==> src/rtl/nes_bus_pkg.sv <==
// Shared NES CPU-bus definitions: DMA FSM states, register addresses, rw levels.
package nes_bus_pkg;

    typedef enum logic [2:0] {
        IDLE  = 3'd0,
        HALT  = 3'd1,
        ALIGN = 3'd2,
        READ  = 3'd3,
        WRITE = 3'd4
    } dma_state_e;

    localparam logic [15:0] DMA_REG_ADDR  = 16'h4014;
    localparam logic [15:0] OAM_DATA_ADDR = 16'h2004;

    localparam logic RW_READ  = 1'b1;
    localparam logic RW_WRITE = 1'b0;

endpackage

==> src/rtl/oam_dma_if.sv <==
// CPU snoop inputs and DMA bus-master outputs of the sprite DMA engine.
// slave: the DMA engine itself; master: the CPU/bus side that feeds it.
interface oam_dma_if;

    logic        i_cpu_rw;
    logic [15:0] i_cpu_address;
    logic [7:0]  i_cpu_data;
    logic [7:0]  i_data;

    logic        o_rdy;
    logic        o_dma_active;
    logic [15:0] o_address;
    logic        o_rw;
    logic [7:0]  o_data;
    logic [2:0]  o_debug_state;

    modport slave (
        input  i_cpu_rw, i_cpu_address, i_cpu_data, i_data,
        output o_rdy, o_dma_active, o_address, o_rw, o_data, o_debug_state
    );

    modport master (
        output i_cpu_rw, i_cpu_address, i_cpu_data, i_data,
        input  o_rdy, o_dma_active, o_address, o_rw, o_data, o_debug_state
    );

endinterface

==> src/rtl/oam_dma_cpu_cycle_parity.sv <==
// Free-running CPU cycle parity: 0 in the first cycle after reset, then 1,0,1...
module cpu_cycle_parity (
    input  logic i_clk,
    input  logic i_reset_n,
    output logic o_parity
);

    logic parity_q, parity_d;

    // Toggle every cycle.
    always_comb parity_d = ~parity_q;

    // Parity register with synchronous reset.
    always_ff @(posedge i_clk) begin
        if (!i_reset_n) parity_q <= 1'b0;
        else            parity_q <= parity_d;
    end

    assign o_parity = parity_q;

endmodule

==> src/rtl/oam_dma.sv <==
// Sprite DMA: a CPU write of P to $4014 halts the CPU and copies $PP00-$PPFF
// to the OAM data port, alternating READ/WRITE cycles aligned to even parity.
module oam_dma #(
    parameter logic [15:0] DMA_REG_ADDR  = nes_bus_pkg::DMA_REG_ADDR,
    parameter logic [15:0] OAM_DATA_ADDR = nes_bus_pkg::OAM_DATA_ADDR
) (
    input  logic       i_clk,
    input  logic       i_reset_n,
    oam_dma_if.slave   bus
);
    import nes_bus_pkg::*;

    logic       parity;
    dma_state_e state_q, state_d;
    logic [7:0] page_q, page_d;
    logic [7:0] index_q, index_d;
    logic [7:0] latch_q, latch_d;

    logic        rdy_q, rdy_d;
    logic        active_q, active_d;
    logic [15:0] address_q, address_d;
    logic        rw_q, rw_d;
    logic [7:0]  data_q, data_d;

    cpu_cycle_parity u_parity (
        .i_clk     (i_clk),
        .i_reset_n (i_reset_n),
        .o_parity  (parity)
    );

    // Next-state logic; bus outputs are derived from the next state so the
    // registered values line up with the cycle the FSM is in that state.
    always_comb begin
        state_d = state_q;
        page_d  = page_q;
        index_d = index_q;
        latch_d = latch_q;

        case (state_q)
            IDLE: begin
                if (bus.i_cpu_rw == RW_WRITE && bus.i_cpu_address == DMA_REG_ADDR) begin
                    state_d = HALT;
                    page_d  = bus.i_cpu_data;
                    index_d = 8'h00;
                end
            end
            // Reads must land on parity 0; an extra dummy cycle fixes odd starts.
            HALT:  state_d = parity ? READ : ALIGN;
            ALIGN: state_d = READ;
            READ: begin
                latch_d = bus.i_data;
                state_d = WRITE;
            end
            WRITE: begin
                index_d = index_q + 8'd1;
                state_d = (index_q == 8'hFF) ? IDLE : READ;
            end
            default: state_d = IDLE;
        endcase

        rdy_d    = (state_d == IDLE);
        active_d = (state_d != IDLE);
        rw_d     = (state_d == WRITE) ? RW_WRITE : RW_READ;
        data_d   = latch_d;
        case (state_d)
            READ:    address_d = {page_d, index_d};
            WRITE:   address_d = OAM_DATA_ADDR;
            default: address_d = 16'h0000;
        endcase
    end

    // State and registered-output flops with synchronous reset.
    always_ff @(posedge i_clk) begin
        if (!i_reset_n) begin
            state_q   <= IDLE;
            page_q    <= 8'h00;
            index_q   <= 8'h00;
            latch_q   <= 8'h00;
            rdy_q     <= 1'b1;
            active_q  <= 1'b0;
            address_q <= 16'h0000;
            rw_q      <= RW_READ;
            data_q    <= 8'h00;
        end else begin
            state_q   <= state_d;
            page_q    <= page_d;
            index_q   <= index_d;
            latch_q   <= latch_d;
            rdy_q     <= rdy_d;
            active_q  <= active_d;
            address_q <= address_d;
            rw_q      <= rw_d;
            data_q    <= data_d;
        end
    end

    assign bus.o_rdy         = rdy_q;
    assign bus.o_dma_active  = active_q;
    assign bus.o_address     = address_q;
    assign bus.o_rw          = rw_q;
    assign bus.o_data        = data_q;
    assign bus.o_debug_state = state_q;

endmodule

==> src/flat_wrapper.sv <==
// flat-port wrapper written by rule: the top's interface ports become plain ports
module oam_dma_flat import nes_bus_pkg::*;
#(
    parameter logic [15:0] DMA_REG_ADDR  = nes_bus_pkg::DMA_REG_ADDR,
    parameter logic [15:0] OAM_DATA_ADDR = nes_bus_pkg::OAM_DATA_ADDR
)
  (i_clk, i_reset_n, bus_i_cpu_rw, bus_i_cpu_address, bus_i_cpu_data, bus_i_data, bus_o_rdy, bus_o_dma_active, bus_o_address, bus_o_rw, bus_o_data, bus_o_debug_state);
  oam_dma_if bus_i ();
  input  logic i_clk;
  input  logic i_reset_n;
  input wire logic [$bits(bus_i.i_cpu_rw)-1:0] bus_i_cpu_rw;
  input wire logic [$bits(bus_i.i_cpu_address)-1:0] bus_i_cpu_address;
  input wire logic [$bits(bus_i.i_cpu_data)-1:0] bus_i_cpu_data;
  input wire logic [$bits(bus_i.i_data)-1:0] bus_i_data;
  output wire logic [$bits(bus_i.o_rdy)-1:0] bus_o_rdy;
  output wire logic [$bits(bus_i.o_dma_active)-1:0] bus_o_dma_active;
  output wire logic [$bits(bus_i.o_address)-1:0] bus_o_address;
  output wire logic [$bits(bus_i.o_rw)-1:0] bus_o_rw;
  output wire logic [$bits(bus_i.o_data)-1:0] bus_o_data;
  output wire logic [$bits(bus_i.o_debug_state)-1:0] bus_o_debug_state;
  assign bus_i.i_cpu_rw = bus_i_cpu_rw;
  assign bus_i.i_cpu_address = bus_i_cpu_address;
  assign bus_i.i_cpu_data = bus_i_cpu_data;
  assign bus_i.i_data = bus_i_data;
  assign bus_o_rdy = bus_i.o_rdy;
  assign bus_o_dma_active = bus_i.o_dma_active;
  assign bus_o_address = bus_i.o_address;
  assign bus_o_rw = bus_i.o_rw;
  assign bus_o_data = bus_i.o_data;
  assign bus_o_debug_state = bus_i.o_debug_state;
  oam_dma #(.DMA_REG_ADDR(DMA_REG_ADDR), .OAM_DATA_ADDR(OAM_DATA_ADDR)) u_core (.i_clk(i_clk), .i_reset_n(i_reset_n), .bus(bus_i));
endmodule
==> config.mk <==
export PLATFORM = sky130hd
export DESIGN_NAME = oam_dma_flat
export DESIGN_NICKNAME = d
export VERILOG_FILES = /design/src/rtl/nes_bus_pkg.sv /design/src/rtl/oam_dma_if.sv /design/src/rtl/oam_dma_cpu_cycle_parity.sv /design/src/rtl/oam_dma.sv /design/src/flat_wrapper.sv
export SDC_FILE = /design/constraint.sdc
export NUM_CORES = 1
export LEC_CHECK = 0
export ABC_AREA = 0
export ABC_CLOCK_PERIOD_IN_PS = 3600
export BUFFER_PORTS_ARGS = -buffer_cell sky130_fd_sc_hd__buf_2
export CAP_MARGIN = 20
export CORE_AREA = 2 2 71 73
export CTS_BUF_LIST = sky130_fd_sc_hd__clkbuf_4
export CTS_CLUSTER_DIAMETER = 50
export DETAILED_ROUTE_END_ITERATION = 10
export DIE_AREA = 0 0 73 75
export GPL_TIMING_DRIVEN = 1
export PLACE_DENSITY = 0.7
export RECOVER_POWER = 25
export SYNTH_ARGS = -nofsm -noshare
export SYNTH_HDL_FRONTEND = slang
export SYNTH_SLANG_ARGS = --single-unit
==> constraint.sdc <==
create_clock -name i_clk -period 3.6 [get_ports i_clk]
set_clock_uncertainty 0.05 [all_clocks]
set_input_delay 0.54 -clock i_clk [delete_from_list [all_inputs] [get_ports i_clk]]
set_output_delay 0.54 -clock i_clk [all_outputs]
set_load 0.05 [all_outputs]
## Yosys cells after proc, flatten, opt, wreduce, memory -nomap -nowiden

Index checks and enable logic that the tools add are counted.

- Bits in registers: 47
- Bits in latches: 0
- Memory bits (writable): 0
- Bits in read-only memories: 0
- Input port bits: 35
- Output and inout port bits: 30
- Word-level logic and storage cells: 34
- Memories kept: 0

- $add $sub $neg: 1
- $mul: 0
- Divide/modulo/power cells: 0
- Magnitude comparators: 0
- Equal/unequal tests: 8
- Shift-type cells: 0
- Multiplexer cells: 10
- Bitwise logic cells: 2
- Reduce and logical (&&, ||, !) cells: 4

Operator list:

| operator | number |
|---|---|
| case mux 16 bit (2 select lines) | 1 |
| 2-to-1 mux 8 bit | 3 |
| == test 16 x 15 -> 1 bit (second input constant) | 1 |
| case mux 8 bit (2 select lines) | 1 |
| case mux 3 bit (5 select lines) | 1 |
| == test 3 x 2 -> 1 bit (second input constant) | 3 |
| adder 8 x 1 -> 8 bit (second input constant) | 1 |
| == test 8 bit (second input constant) | 1 |
| == test 3 bit (second input constant) | 2 |
| zero test 3 bit | 2 |
| == test 3 x 1 -> 1 bit (second input constant) | 1 |
| 2-to-1 mux 3 bit | 1 |
| nonzero test 3 bit | 1 |
| 2-to-1 mux 1 bit | 2 |
| 2-to-1 mux 2 bit | 1 |
| inverter 1 bit | 2 |
| logical AND 1 bit | 1 |

## Depth between registers and ports, before layout

Gate-level depths: netlist of the first run.

- Word-level depth: 6
- Mapped depth: 6
- Mapped depth without buffers: 5

## Modules after synthesis

From an unflattened synthesis of the first run, not the netlist that was laid out.

- Cell total of the unflattened synthesis: 188
- Area total of the unflattened synthesis: 1858.0 µm²

By module, submodules not included:

| module | times used | cells each | area an instance (µm²) | seq. area each (µm²) |
|---|---|---|---|---|
| oam_dma | 1 | 186 | 1824.2 | 920.9 |
| cpu_cycle_parity | 1 | 2 | 33.8 | 20.0 |

## Worst setup path after synthesis of the first run

No wires, ideal clock.

- Kind: flip-flop to flip-flop
- From: register u_core.state_q[2] (netlist: u_core.bus.o_debug_state[2])
- To: register u_core.index_q[6]
- Library setup time: 70 ps
- Data arrival time: 1657 ps
- Data required time: 3480 ps
- Path slack: 1823 ps
- Cell stages (with the launch flop): 4
- Buffers on the path: 0
- Clock period less this slack: 1777 ps
- Path through: dfxtp_1 -> or3b_4 -> or4_4 -> a21oi_1

- Word-level cells in the longest chain between the ends: 2
- Elaborated cells between the ends (all ways): 3
- Classes of those cells: eq/ne: 1; mux: 1; reduce/logical: 1

Ends and longest elaborated chain:

| element | line | source |
|---|---|---|
| from (decl) | oam_dma.sv:14 | `dma_state_e state_q, state_d;` |
| from (signal assigned) | oam_dma.sv:85 | `state_q <= state_d;` |
| == test 3 bit or zero test 3 bit (tied branches) | oam_dma.sv:39 | `case (state_q)` |
| case mux 8 bit (2 select lines) (*) | oam_dma.sv:39 |  |
| to (signal assigned) | oam_dma.sv:87 | `index_q <= index_d;` |
| to (decl) | oam_dma.sv:16 | `logic [7:0] index_q, index_d;` |

Mark *: on every way between the ends. The rest lies on a longest branch, timed or not.
A chain may end at the register's enable or synchronous reset.

## Worst setup path in the final report of the first run

- From: register u_core.state_q[2] (netlist: u_core.bus.o_debug_state[2])
- To: register u_core.address_q[2] (netlist: u_core.bus.o_address[2])

- Word-level cells in the longest chain between the ends: 4
- Elaborated cells between the ends (all ways): 11
- Classes of those cells: eq/ne: 6; mux: 4; reduce/logical: 1

Ends and longest elaborated chain:

| element | line | source |
|---|---|---|
| == test 3 bit (tied with other cells) | oam_dma.sv:39 |  |
| case mux 3 bit (5 select lines) | oam_dma.sv:39 |  |
| == test 3 bit or == test 3 x 2 -> 1 bit (tied branches) | oam_dma.sv:65 | `case (state_d)` |
| case mux 16 bit (2 select lines) (*) | oam_dma.sv:65 |  |
| to (signal assigned) | oam_dma.sv:91 | `address_q <= address_d;` |
| to (decl) | oam_dma.sv:21 | `logic [15:0] address_q, address_d;` |

Marked as above.

==> results of run 1 <==
flip-flops by register name (all words and copies together), names as in the netlist:
signal	flops
u_core.bus.o_address	16
u_core.bus.o_debug_state	3
u_core.bus.o_dma_active	1
u_core.bus.o_rdy	1
u_core.bus.o_rw	1
u_core.index_q	8
u_core.latch_q	8
u_core.page_q	8
u_core.u_parity.o_parity	1
cells by family (layout without fill, tap and decap cells):
family	after synthesis	after routing	share of synthesized area, %
and+or+nand+nor	75	75	23.23
xor gates and xnor gates	3	3	1.431
AOI/OAI and AO/OA	62	62	18.94
DFF	47	47	51.23
buffers and inverters	15	76	3.950
adders and majority gates	1	1	0.6811
muxes	1	1	0.5450
path summary, 6_finish.rpt:
path / startpoint / to / slack, ns / cells after the start
worst min-delay path: bus_i_data[5] / u_core.latch_q[5] / 0.35 / 3
worst max register to register: u_core.bus.o_debug_state[2] / u_core.bus.o_address[2] / 1.47 / 4
worst min register to register: u_core.u_parity.o_parity / u_core.u_parity.o_parity / 0.39 / 1
worst max-delay path: u_core.bus.o_debug_state[2] / u_core.bus.o_address[2] / 1.47 / 4
layout by cell type (no fill, tap or decap), types with 3 or more instances in the layout:
master and count:
nor4_1 3, buf_2 46, clkbuf_4 5, a31oi_1 5, nor2b_1 5, nor3_1 6
a21oi_1 29, clkbuf_1 18, and3_1 3, nor2_1 7, o21ai_0 17, inv_1 3
dfxtp_1 47, nand3_1 6, o21a_1 4, nand2_1 24, nand4_1 9
worst reg2reg max path, delay by kind of cell (launching register included):
| kind | cells | cell delay [ns] |
|---|---|---|
| AO/OA/AOI/OAI | 3 | 0.96 |
| AND/OR/NAND/NOR | 1 | 0.42 |
| flip-flops | 1 | 0.62 |
final cells by class:
class                      instances  share of cell area (%)
clock buffer                       5                   1.681
clock inverter                     3                   2.129
inverter                           3                  0.5042
multi-input combinational        142                   36.86
sequential                        47                   42.13
tap                               54                   3.025
timing repair buffer              65                   13.67
stage by stage:
stage | utilization [%] | setup WS, ns | cell area [um2]
finish | 47.92 | 1.470 | 2233
global placement | 46.58 | 1.511 | 2171
CTS | 48.40 | 1.462 | 2256
detailed placement | 46.58 | 1.440 | 2171
floorplan | - | 1.823 | 1837
global route | 47.92 | 1.260 | 2233
per-layer routing:
| layer | part of all wire [%] | global-route usage [%] | vias up |
|---|---|---|---|
| met2 | 47 | 28.23 | 70 |
| li1 | - | - | 854 |
| met3 | 7.0 | 4.819 | 4 |
| met1 | 45 | 21.07 | 760 |
| met4 | 0.78 | 5.761 | 0 |
| met5 | 0 | 0 | - |
power by group:
group	switching, mW	leakage (nW)	internal, mW
clock network	0.176	0.0458	0.150
logic	0.0138	0.421	0.0153
registers	0.000477	0.379	0.521
total	0.190	0.846	0.686
==> summary.txt, run 1 <==
Run status
  – Outcome: finished clean

Yosys
  – Mapped Area: 0.001837 mm2
  – Synth warnings: 0
  – Area contributors post-synth: dfxtp_1 (51%), a21oi_1 (7.9%), nand2_1 (4.9%)
  – Number of synthesized flops with an enable pin: 0
  – Flops & latches, synth: 47
  – Synth cell count leaders: dfxtp_1 (47), a21oi_1 (29), nand2_1 (24)
  – Mean Syn Cell Area: 9.004 um2
  – Distinct cells, synth: 36
  – Ys flop type: dfxtp_1
  – Most numerous cell in the Yosys netlist: dfxtp_1
  – Top-area cell type share of the netlist area: 51.23%
  – Register area share after synthesis: 51.23%
  – Synthesized instance count: 204
  – Syn Nets: 240
  – Cell taking the most area after synthesis: dfxtp_1
  – Synth async-reset ratio: 0%

Worst setup path
  – Required time worst endpoint: 3.83 ns
  – Largest delay share family, worst path: compound AO/OA/AOI/OAI gates
  – Slowest stage delay, CP: 0.62 ns
  – Worst-path cell chain: nor3b_4, o21a_1, o21ai_1, o31ai_1
  – Nature of the critical path startpoint: flip-flop
  – CP Max Fanout: 14
  – Worst Path Arrival: 2.36 ns
  – Crit end category: flip-flop
  – WS Path Type: reg2reg
  – CP bufs+invs: 0
  – Slowest cell on crit path: dfxtp_1

Power and ir drop
  – Pwr/cell area: 392.5 mW/mm2
  – Worst VDD drop: 0.1540 mV
  – Overall power: 876.6 uW
  – P_leak: 0.8459 nW

Timing
  – RSZ-0062 raised after global routing: no
  – Min Tclk post-route: 2.130 ns
  – Period utilization: 59.17%
  – Slew HR: 33.90%
  – Fmax: 469.5 MHz
  – Final slew viol count: 0
  – Setup Viol. Count Final: 0
  – Worst-margin pin slew: 0.9848 ns
  – Final hold slack: 0.3465 ns
  – Hold Vio Cnt, Final: 0
  – Setup TNS: 0 ns

CTS
  – Postcts setup bufs: 0
  – Clk_lat worst skew: 0.37 ns
  – Root buf cell: clkbuf_4
  – Max clock buf depth: 2
  – CTS H-tree depth: 2
  – CTS tree: done
  – PostCTS Resize Cnt: 0
  – CTS Buf Count: 5
  – Reg clk slew, reported paths: 0.14 ns
  – CTS Hold Buffers Added: 0
  – CTS sink count: 47

Detailed routing
  – Drt drc: 0
  – DR WL/cell: 13.71 um
  – Via-per-instance ratio: 5.292
  – Drt first pass iters: 4
  – Routed vias: 1688
  – Drt total wl: 4373 um
  – ANT nets after route: 0
  – Drt first-iter violations: 116

Die
  – Std cell rows: 25
  – Chip Height: 75 um
  – Core area: 0.004661 mm2
  – DIE WIDTH: 73 um
  – IO Pins: 65
  – Starting Density: 39.41%
  – Die ar.: 0.005475 mm2

Final layout
  – Syn-to-layout area delta: 21.59%
  – Share of cells above drive strength 1: 23.40%
  – Fillers: 476
  – Multi-input combinational cell area: 823.3 um2
  – Register area: 940.9 um2
  – NumNets Final: 300
  – Finished Layout Cells: 319
  – Diode count: 0

Global routing
  – Overflow after GRT: 0
  – Largest net degree at the start of global routing: 25
  – Initial antenna violation count: 0
  – Vias in the first global route: 1563
  – Total Routing Usage GR: 16.91%
  – First-pass GRT wire length: 7079 um

Run
  – Max-cap viol count: 0

Placed design
  – Number of port buffers: 64
  – GP Congestion: 0.7779
  – DP HPWL: 3138 um
  – Inst Count DP: 311

Min path
  – Tightest Hold Check Type: in2reg
Note: power is estimated with default switching activity, not from simulation.
==> run 2, diff against run 1 <==
ABC_AREA = 1   (was 0)
ABC_CLOCK_PERIOD_IN_PS = 1830   (was 3600)
CORE_AREA = 2 2 74 76   (was 2 2 71 73)
DIE_AREA = 0 0 76 78   (was 0 0 73 75)
PLACE_DENSITY = 0.71   (was 0.7)
clock period = 1.83 ns   (was 3.6 ns; I/O delays follow)
==> run 2 against run 1 <==
Against the previous run: synthesized cell count increased by 26%; clock-buffer cell count unchanged; combinational power rose to 2.7 times the previous value; register-to-register slack got worse by 1.3 ns; worst hold slack lost 0.27 ns; global-route usage is 1.5 points lower; maximum frequency is 32% higher; routed wire length down 3.0%; largest power group unchanged; highest routed layer unchanged.
==> summary.txt, run 2 <==
Run status
  – Outcome: finished clean (unchanged)

Yosys
  – Flops & latches, synth: 47 (unchanged)
  – Largest family of logic cells by synthesized area: simple AND/OR/NAND/NOR gates (unchanged)
  – Synth cell count leaders: nor2_1 (50), dfxtp_1 (47), inv_1 (37) (was dfxtp_1 (47), a21oi_1 (29), nand2_1 (24))
  – Mapped Area: 0.001964 mm2 (was 0.001837 mm2)
  – Simple-gate share of the synthesized area: 35.67% (was 23.23%)
  – Ys flop type: dfxtp_1 (unchanged)
  – Most numerous cell in the Yosys netlist: nor2_1 (was dfxtp_1)
  – Number of synthesized flops with an enable pin: 0 (unchanged)
  – Post-synthesis compound-gate area fraction: 5.796% (was 18.94%)
  – Distinct cells, synth: 28 (was 36)
  – Synth async-reset ratio: 0% (unchanged)
  – Synthesized instance count: 257 (was 204)
  – Area contributors post-synth: dfxtp_1 (48%), nor2_1 (9.6%), inv_1 (7.1%) (was dfxtp_1 (51%), a21oi_1 (7.9%), nand2_1 (4.9%))
  – Mux share of post-synthesis cell area: 0.5096% (was 0.5450%)
  – Register area share after synthesis: 47.90% (was 51.23%)
  – Top-area cell type share of the netlist area: 47.90% (was 51.23%)
  – Synth warnings: 0 (unchanged)
  – Post-synthesis adder-cell area fraction: 0.6369% (was 0.6812%)
  – Xor and xnor area share after synthesis: 0.4459% (was 1.431%)
  – Mean Syn Cell Area: 7.644 um2 (was 9.004 um2)
  – Syn Nets: 293 (was 240)
  – Cell taking the most area after synthesis: dfxtp_1 (unchanged)

Die
  – IO Pins: 65 (unchanged)
  – Core area: 0.005042 mm2 (was 0.004661 mm2)
  – Starting Density: 38.96% (was 39.41%)
  – Chip Height: 78 um (was 75 um)
  – Std cell rows: 26 (was 25)
  – Die ar.: 0.005928 mm2 (was 0.005475 mm2)
  – DIE WIDTH: 76 um (was 73 um)

CTS
  – CTS tree: done (unchanged)
  – Root buf cell: clkbuf_4 (unchanged)
  – Reg clk slew, reported paths: 0.14 ns (about the same)
  – CTS Hold Buffers Added: 0 (unchanged)
  – CTS Buf Count: 5 (unchanged)
  – CTS H-tree depth: 2 (unchanged)
  – Clk_lat worst skew: 0.36 ns (was 0.37 ns)
  – PostCTS Resize Cnt: 0 (unchanged)
  – Max clock buf depth: 2 (unchanged)
  – Postcts setup bufs: 0 (unchanged)
  – CTS sink count: 47 (unchanged)

Timing
  – Final slew viol count: 0 (unchanged)
  – Hold Vio Cnt, Final: 0 (unchanged)
  – RSZ-0062 raised after global routing: no (unchanged)
  – Min Tclk post-route: 1.615 ns (was 2.130 ns)
  – Period utilization: 88.27% (was 59.17%)
  – Fmax: 619.1 MHz (was 469.5 MHz)
  – Setup TNS: 0 ns (unchanged)
  – Slew HR: 58.11% (was 33.90%)
  – Setup Viol. Count Final: 0 (unchanged)
  – Worst-margin pin slew: 0.6311 ns (was 0.9848 ns)
  – Final WS setup: 0.2146 ns (was 1.470 ns)

Power and ir drop
  – Sw Share: 22.12% (was 21.72%)
  – P_leak: 1.202 nW (was 0.8459 nW)
  – Sequential power share: 58.9% (was 59.5%)
  – Worst VDD drop: 0.4222 mV (was 0.1540 mV)
  – Overall power: 1.741 mW (was 876.6 uW)
  – Psw: 385.2 uW (was 190.4 uW)
  – Pwr/cell area: 712.2 mW/mm2 (was 392.5 mW/mm2)
  – Combinational Power Share: 4.4% (was 3.3%)
  – Internal power: 1.356 mW (was 686.2 uW)
  – Clock power share: 36.6% (was 37.2%)

Detailed routing
  – Drt drc: 0 (unchanged)
  – Drt total wl: 4241 um (was 4373 um)
  – ANT nets after route: 0 (unchanged)
  – DR WL/cell: 10.60 um (was 13.71 um)
  – Drt first-iter violations: 77 (was 116)
  – Via-per-instance ratio: 4.533 (was 5.292)
  – Drt first pass iters: 4 (unchanged)
  – Routed vias: 1813 (was 1688)

Placed design
  – Inst Count DP: 392 (was 311)
  – GP Congestion: 0.8390 (was 0.7779)
  – Number of port buffers: 64 (unchanged)
  – DP HPWL: 3310 um (was 3138 um)
  – Worst slack, placed: 0.2133 ns (was 1.440 ns)

Final layout
  – Diode count: 0 (unchanged)
  – Most common cell after layout, fill and taps aside: buf_2 (was dfxtp_1)
  – Share of cells above drive strength 1: 26.06% (was 23.40%)
  – NumNets Final: 365 (was 300)
  – Most frequent cells in the layout: buf_2 (54), nor2_1 (50), dfxtp_1 (47), inv_1 (38), nand2_1 (35) (was dfxtp_1 (47), buf_2 (46), a21oi_1 (29), nand2_1 (24), clkbuf_1 (18))
  – Fillers: 510 (was 476)
  – Finished Layout Cells: 400 (was 319)
  – Max reg flops: 16 (unchanged)
  – Syn-to-layout area delta: 24.46% (was 21.59%)

Worst setup path
  – CP Max Fanout: 9 (was 14)
  – Worst-path cell chain: nor2_4, inv_2, nor2_4, nand4_4, nand2_1, or2_1, nor2_1 (was nor3b_4, o21a_1, o21ai_1, o31ai_1)
  – Slowest cell on crit path: dfxtp_1 (unchanged)
  – Crit end category: flip-flop (unchanged)
  – Most frequent cell on the critical path: nor2_4
  – Required time worst endpoint: 2.04 ns (was 3.83 ns)
  – WS Path Type: reg2reg (unchanged)
  – Worst Path Arrival: 1.83 ns (was 2.36 ns)
  – Nature of the critical path startpoint: flip-flop (unchanged)
  – Slowest stage delay, CP: 0.38 ns (was 0.62 ns)

Global routing
  – Total Routing Usage GR: 15.44% (was 16.91%)
  – Overflow after GRT: 0 (unchanged)
  – Initial antenna violation count: 0 (unchanged)
  – First-pass GRT wire length: 7486 um (was 7079 um)
  – Vias in the first global route: 1763 (was 1563)
  – Largest net degree at the start of global routing: 17 (was 25)

Run
  – Max-cap viol count: 0 (unchanged)

Min path
  – Tightest Hold Check Type: in2reg (unchanged)
run 2: cell types whose count changed in the layout (fill, tap and decap cells not counted), sizes merged, moves of 7 or more:
cell,delta
nand2,+14
buf,+11
nand3,+16
inv,+38
clkbuf,-8
a21oi,-25
nor3,+7
nor2,+48
run 2: cell type report:
class                   instances  area [um2]  share of cell area [%]
repair buffers                 68       337.8                   13.82
inverters                      42       158.9                   6.499
multi-input cells             165       834.6                   34.14
clock inverters                 3       47.55                   1.945
clock buffers                   5       37.54                   1.535
well taps                      70       87.58                   3.582
flip-flops and latches         47       940.9                   38.49
run 2: cells by family (layout without fill, tap and decap cells):
group / after synthesis / count (layout)
compound gates: 22 / 22
xor+xnor: 1 / 1
fa+ha+maj: 1 / 1
buf+inv: 45 / 118
flops: 47 / 47
mux: 1 / 1
simple gates: 140 / 140
run 2: critical path: cells and delay by family (launching register included):
kind / cells / cell delay [ns]
buffers and inverters: 1 / 0.09
DFF: 1 / 0.38
and+or+nand+nor: 6 / 1.00
run 2: path summary, 6_finish.rpt:
path,cells after the start,endpoint,slack [ns],start
setup / recovery,7,u_core.bus.o_address[1],0.21,u_core.bus.o_debug_state[1]
hold / removal,3,u_core.latch_q[0],0.07,bus_i_data[0]
setup reg to reg,7,u_core.bus.o_address[1],0.21,u_core.bus.o_debug_state[1]
hold reg to reg,1,u_core.u_parity.o_parity,0.39,u_core.u_parity.o_parity
run 2: per-layer routing:
layer | routed length [um] | GRT usage, % | up-vias
li1 | - | - | 955
met1 | 1875 | 17.93 | 797
met2 | 2025 | 27.23 | 56
met3 | 296 | 4.070 | 5
met4 | 44 | 6.000 | 0
met5 | 0 | 0 | -
run 2: metrics by stage:
| stage | utilization [%] | hold slack [ns] | area [um2] |
|---|---|---|---|
| floorplan | - | 0.3428 | 1964 |
| global placement | 47.27 | 0.3627 | 2384 |
| detailed placement | 47.27 | 0.3681 | 2384 |
| CTS | 48.96 | 0.05929 | 2469 |
| global route | 48.49 | 0.06233 | 2445 |
| finish | 48.49 | 0.07169 | 2445 |
run 2: power groups by stage:
stage          sequential [mW]  combinational, mW  clock, mW
3_3_place_gp              1.05             0.0762          0
3_5_place_dp              1.05             0.0773          0
2_1_floorplan             1.05             0.0304          0
6_report                  1.03             0.0772      0.638
5_1_grt                   1.03             0.0878      0.704
4_1_cts                   1.03             0.0778      0.654
==> run 3, diff against run 2 <==
ABC_AREA = unset   (was 1)
BUFFER_PORTS_ARGS = unset   (was -buffer_cell sky130_fd_sc_hd__buf_2)
CORE_AREA = 2 2 71 73   (was 2 2 74 76)
DIE_AREA = 0 0 73 75   (was 0 0 76 78)
DONT_BUFFER_PORTS = 1   (was unset)
PLACE_DENSITY = 0.6   (was 0.71)
==> run 3 against run 2 <==
Against the previous run: die area fell by 7.6%; largest cell class unchanged; sequential power about the same; sequential cell count did not move; critical endpoint is now u_core.bus.o_address[3].
==> summary.txt, run 3 (same netlist as run 1, synthesis figures left out) <==
Worst setup path
  – Required time worst endpoint: 2.03 ns (was 2.04 ns)
  – FF-to-FF path depth: 4 (was 7)
  – Reg-to-Reg End: u_core.bus.o_address[3] (was u_core.bus.o_address[1])
  – Crit end category: flip-flop (unchanged)
  – Nature of the critical path startpoint: flip-flop (unchanged)
  – R2r setup slk: 0.19 ns (was 0.21 ns)
  – Slowest stage delay, CP: 0.45 ns (was 0.38 ns)
  – Slowest cell on crit path: or3b_4 (was dfxtp_1)
  – Worst Path Arrival: 1.83 ns (about the same)
  – Worst-path cell chain: or3b_4, nor2_1, xnor2_1, nor4b_1 (was nor2_4, inv_2, nor2_4, nand4_4, nand2_1, or2_1, nor2_1)
  – WS Path Type: reg2reg (unchanged)
  – Reg2reg start: u_core.bus.o_debug_state[1] (unchanged)
  – CP Max Fanout: 7 (was 9)

Placed design
  – DP HPWL: 3082 um (was 3310 um)
  – Inst Count DP: 261 (was 392)
  – Number of port buffers: 0 (was 64)
  – Worst slack, placed: 0.1826 ns (was 0.2133 ns)
  – GP Congestion: 0.8456 (was 0.8390)

Detailed routing
  – Drt total wl: 4327 um (was 4241 um)
  – Drt drc: 0 (unchanged)
  – Routed vias: 1555 (was 1813)
  – Via-per-instance ratio: 5.594 (was 4.533)
  – DR WL/cell: 15.56 um (was 10.60 um)
  – Drt first pass iters: 4 (unchanged)
  – Drt first-iter violations: 73 (was 77)
  – ANT nets after route: 0 (unchanged)

CTS
  – Max clock buf depth: 2 (unchanged)
  – Reg clk slew, reported paths: 0.13 ns (was 0.14 ns)
  – CTS sink count: 47 (unchanged)
  – Clk_lat worst skew: 0.36 ns (about the same)
  – CTS H-tree depth: 2 (unchanged)
  – CTS Buf Count: 5 (unchanged)
  – Root buf cell: clkbuf_4 (unchanged)
  – CTS tree: done (unchanged)
  – Postcts setup bufs: 0 (unchanged)

Global routing
  – Vias in the first global route: 1445 (was 1763)
  – Largest net degree at the start of global routing: 15 (was 17)
  – GRT busiest layer: met2 (unchanged)
  – Met3 Use GR: 4.284% (was 4.070%)
  – Met1 usage: 20.72% (was 17.93%)
  – First-pass GRT wire length: 6699 um (was 7486 um)
  – Total Routing Usage GR: 16.18% (was 15.44%)
  – Initial antenna violation count: 0 (unchanged)
  – GR met2 Demand/Resource: 25.43% (was 27.23%)
  – Overflow after GRT: 0 (unchanged)

Final layout
  – Share of cells above drive strength 1: 12.95% (was 26.06%)
  – Diode count: 0 (unchanged)
  – Syn-to-layout area delta: 14.30% (was 24.46%)
  – Finished Layout Cells: 278 (was 400)
  – Max reg flops: 16 (unchanged)
  – NumNets Final: 259 (was 365)
  – Most frequent cells in the layout: dfxtp_1 (47), a21oi_1 (29), nand2_1 (24), o21ai_0 (17), buf_4 (14) (was buf_2 (54), nor2_1 (50), dfxtp_1 (47), inv_1 (38), nand2_1 (35))
  – Most common cell after layout, fill and taps aside: dfxtp_1 (was buf_2)

Power and ir drop
  – Pwr/cell area: 739.6 mW/mm2 (was 712.2 mW/mm2)
  – Worst VDD drop: 0.3634 mV (was 0.4222 mV)
  – P_leak: 0.7107 nW (was 1.202 nW)

Timing
  – RSZ-0062 raised after global routing: no (unchanged)
  – Hold Vio Cnt, Final: 0 (unchanged)
  – Final hold slack: 0.03114 ns (was 0.07169 ns)
  – Fmax: 610.7 MHz (was 619.1 MHz)
  – Slew HR: 57.78% (was 58.11%)
  – Period utilization: 89.48% (was 88.27%)
  – Final WS setup: 0.1925 ns (was 0.2146 ns)
  – Final slew viol count: 0 (unchanged)
  – Setup TNS: 0 ns (unchanged)
  – Setup Viol. Count Final: 0 (unchanged)
  – Worst-margin pin slew: 0.6333 ns (was 0.6311 ns)
  – Min Tclk post-route: 1.637 ns (was 1.615 ns)

Min path
  – Worst Hold End: u_core.bus.o_address[9] (was u_core.latch_q[0])
  – Hold_sp: bus_i_cpu_data[1] (was bus_i_data[0])
  – Hold path cells: 2 (was 3)
  – Tightest Hold Check Type: in2reg (unchanged)

Die
  – DIE WIDTH: 73 um (was 76 um)
  – Starting Density: 39.41% (was 38.96%)
  – Die ar.: 0.005475 mm2 (was 0.005928 mm2)
  – Core area: 0.004661 mm2 (was 0.005042 mm2)
  – IO Pins: 65 (unchanged)
  – Chip Height: 75 um (was 78 um)
  – Std cell rows: 25 (was 26)

Run
  – Max-cap viol count: 0 (unchanged)

Run status
  – Outcome: finished clean (unchanged)
[run 3: metrics by stage]
step / utilization, % / instance area (um2) / power (mW)
3_3_place_gp: 41.96 / 1956 / 1.071
6_report: 45.05 / 2100 / 1.553
3_5_place_dp: 41.96 / 1956 / 1.071
2_1_floorplan: - / 1837 / 1.064
5_1_grt: 45.05 / 2100 / 1.618
4_1_cts: 45.13 / 2103 / 1.578
[run 3: layout make-up]
class | count | area (um2)
Fill cell | 475 | 2561
Clock inverter | 2 | 12.51
Inverter | 3 | 11.26
Multi-Input combinational cell | 142 | 823.3
Clock buffer | 6 | 45.04
Tap cell | 54 | 67.56
Timing Repair Buffer | 24 | 198.9
Sequential cell | 47 | 940.9
[run 3: metal layers]
| layer | vias up | wire, um |
|---|---|---|
| met3 | 9 | 353 |
| met1 | 701 | 1956 |
| met2 | 72 | 1923 |
| li1 | 773 | - |
| met5 | - | 0 |
| met4 | 0 | 94 |
[run 3: worst max-delay path, delay by kind of cell, from the launching register on]
family	cells	cell delay, ns
XOR/XNOR	1	0.15
AND/OR/NAND/NOR	3	0.91
flip-flops	1	0.40
[run 3: worst max path at each step]
stage	cells past startpoint	endpoint	slack (ns)	from
after detailed placement	4	u_core.bus.o_address[3]	0.18	u_core.bus.o_debug_state[1]
after global routing	6	u_core.bus.o_address[11]	0.04	u_core.index_q[0]
after global placement	4	u_core.bus.o_address[3]	0.18	u_core.bus.o_debug_state[1]
final	4	u_core.bus.o_address[3]	0.19	u_core.bus.o_debug_state[1]
after CTS	5	u_core.bus.o_address[3]	0.15	u_core.bus.o_debug_state[0]
after floorplan	3	u_core.index_q[6]	0.05	u_core.bus.o_debug_state[2]
[run 3: where the power goes]
part	leakage (nW)	internal, mW	switching (mW)
Combinational	0.300	0.0203	0.0181
Sequential	0.379	1.02	0.00104
Clock	0.0317	0.163	0.325
Total	0.711	1.21	0.344
[run 3: repair_timing]
action,in CTS,in global routing
endpoints found under the hold margin,13,0
hold buffers,9,0
resized for setup,0,0
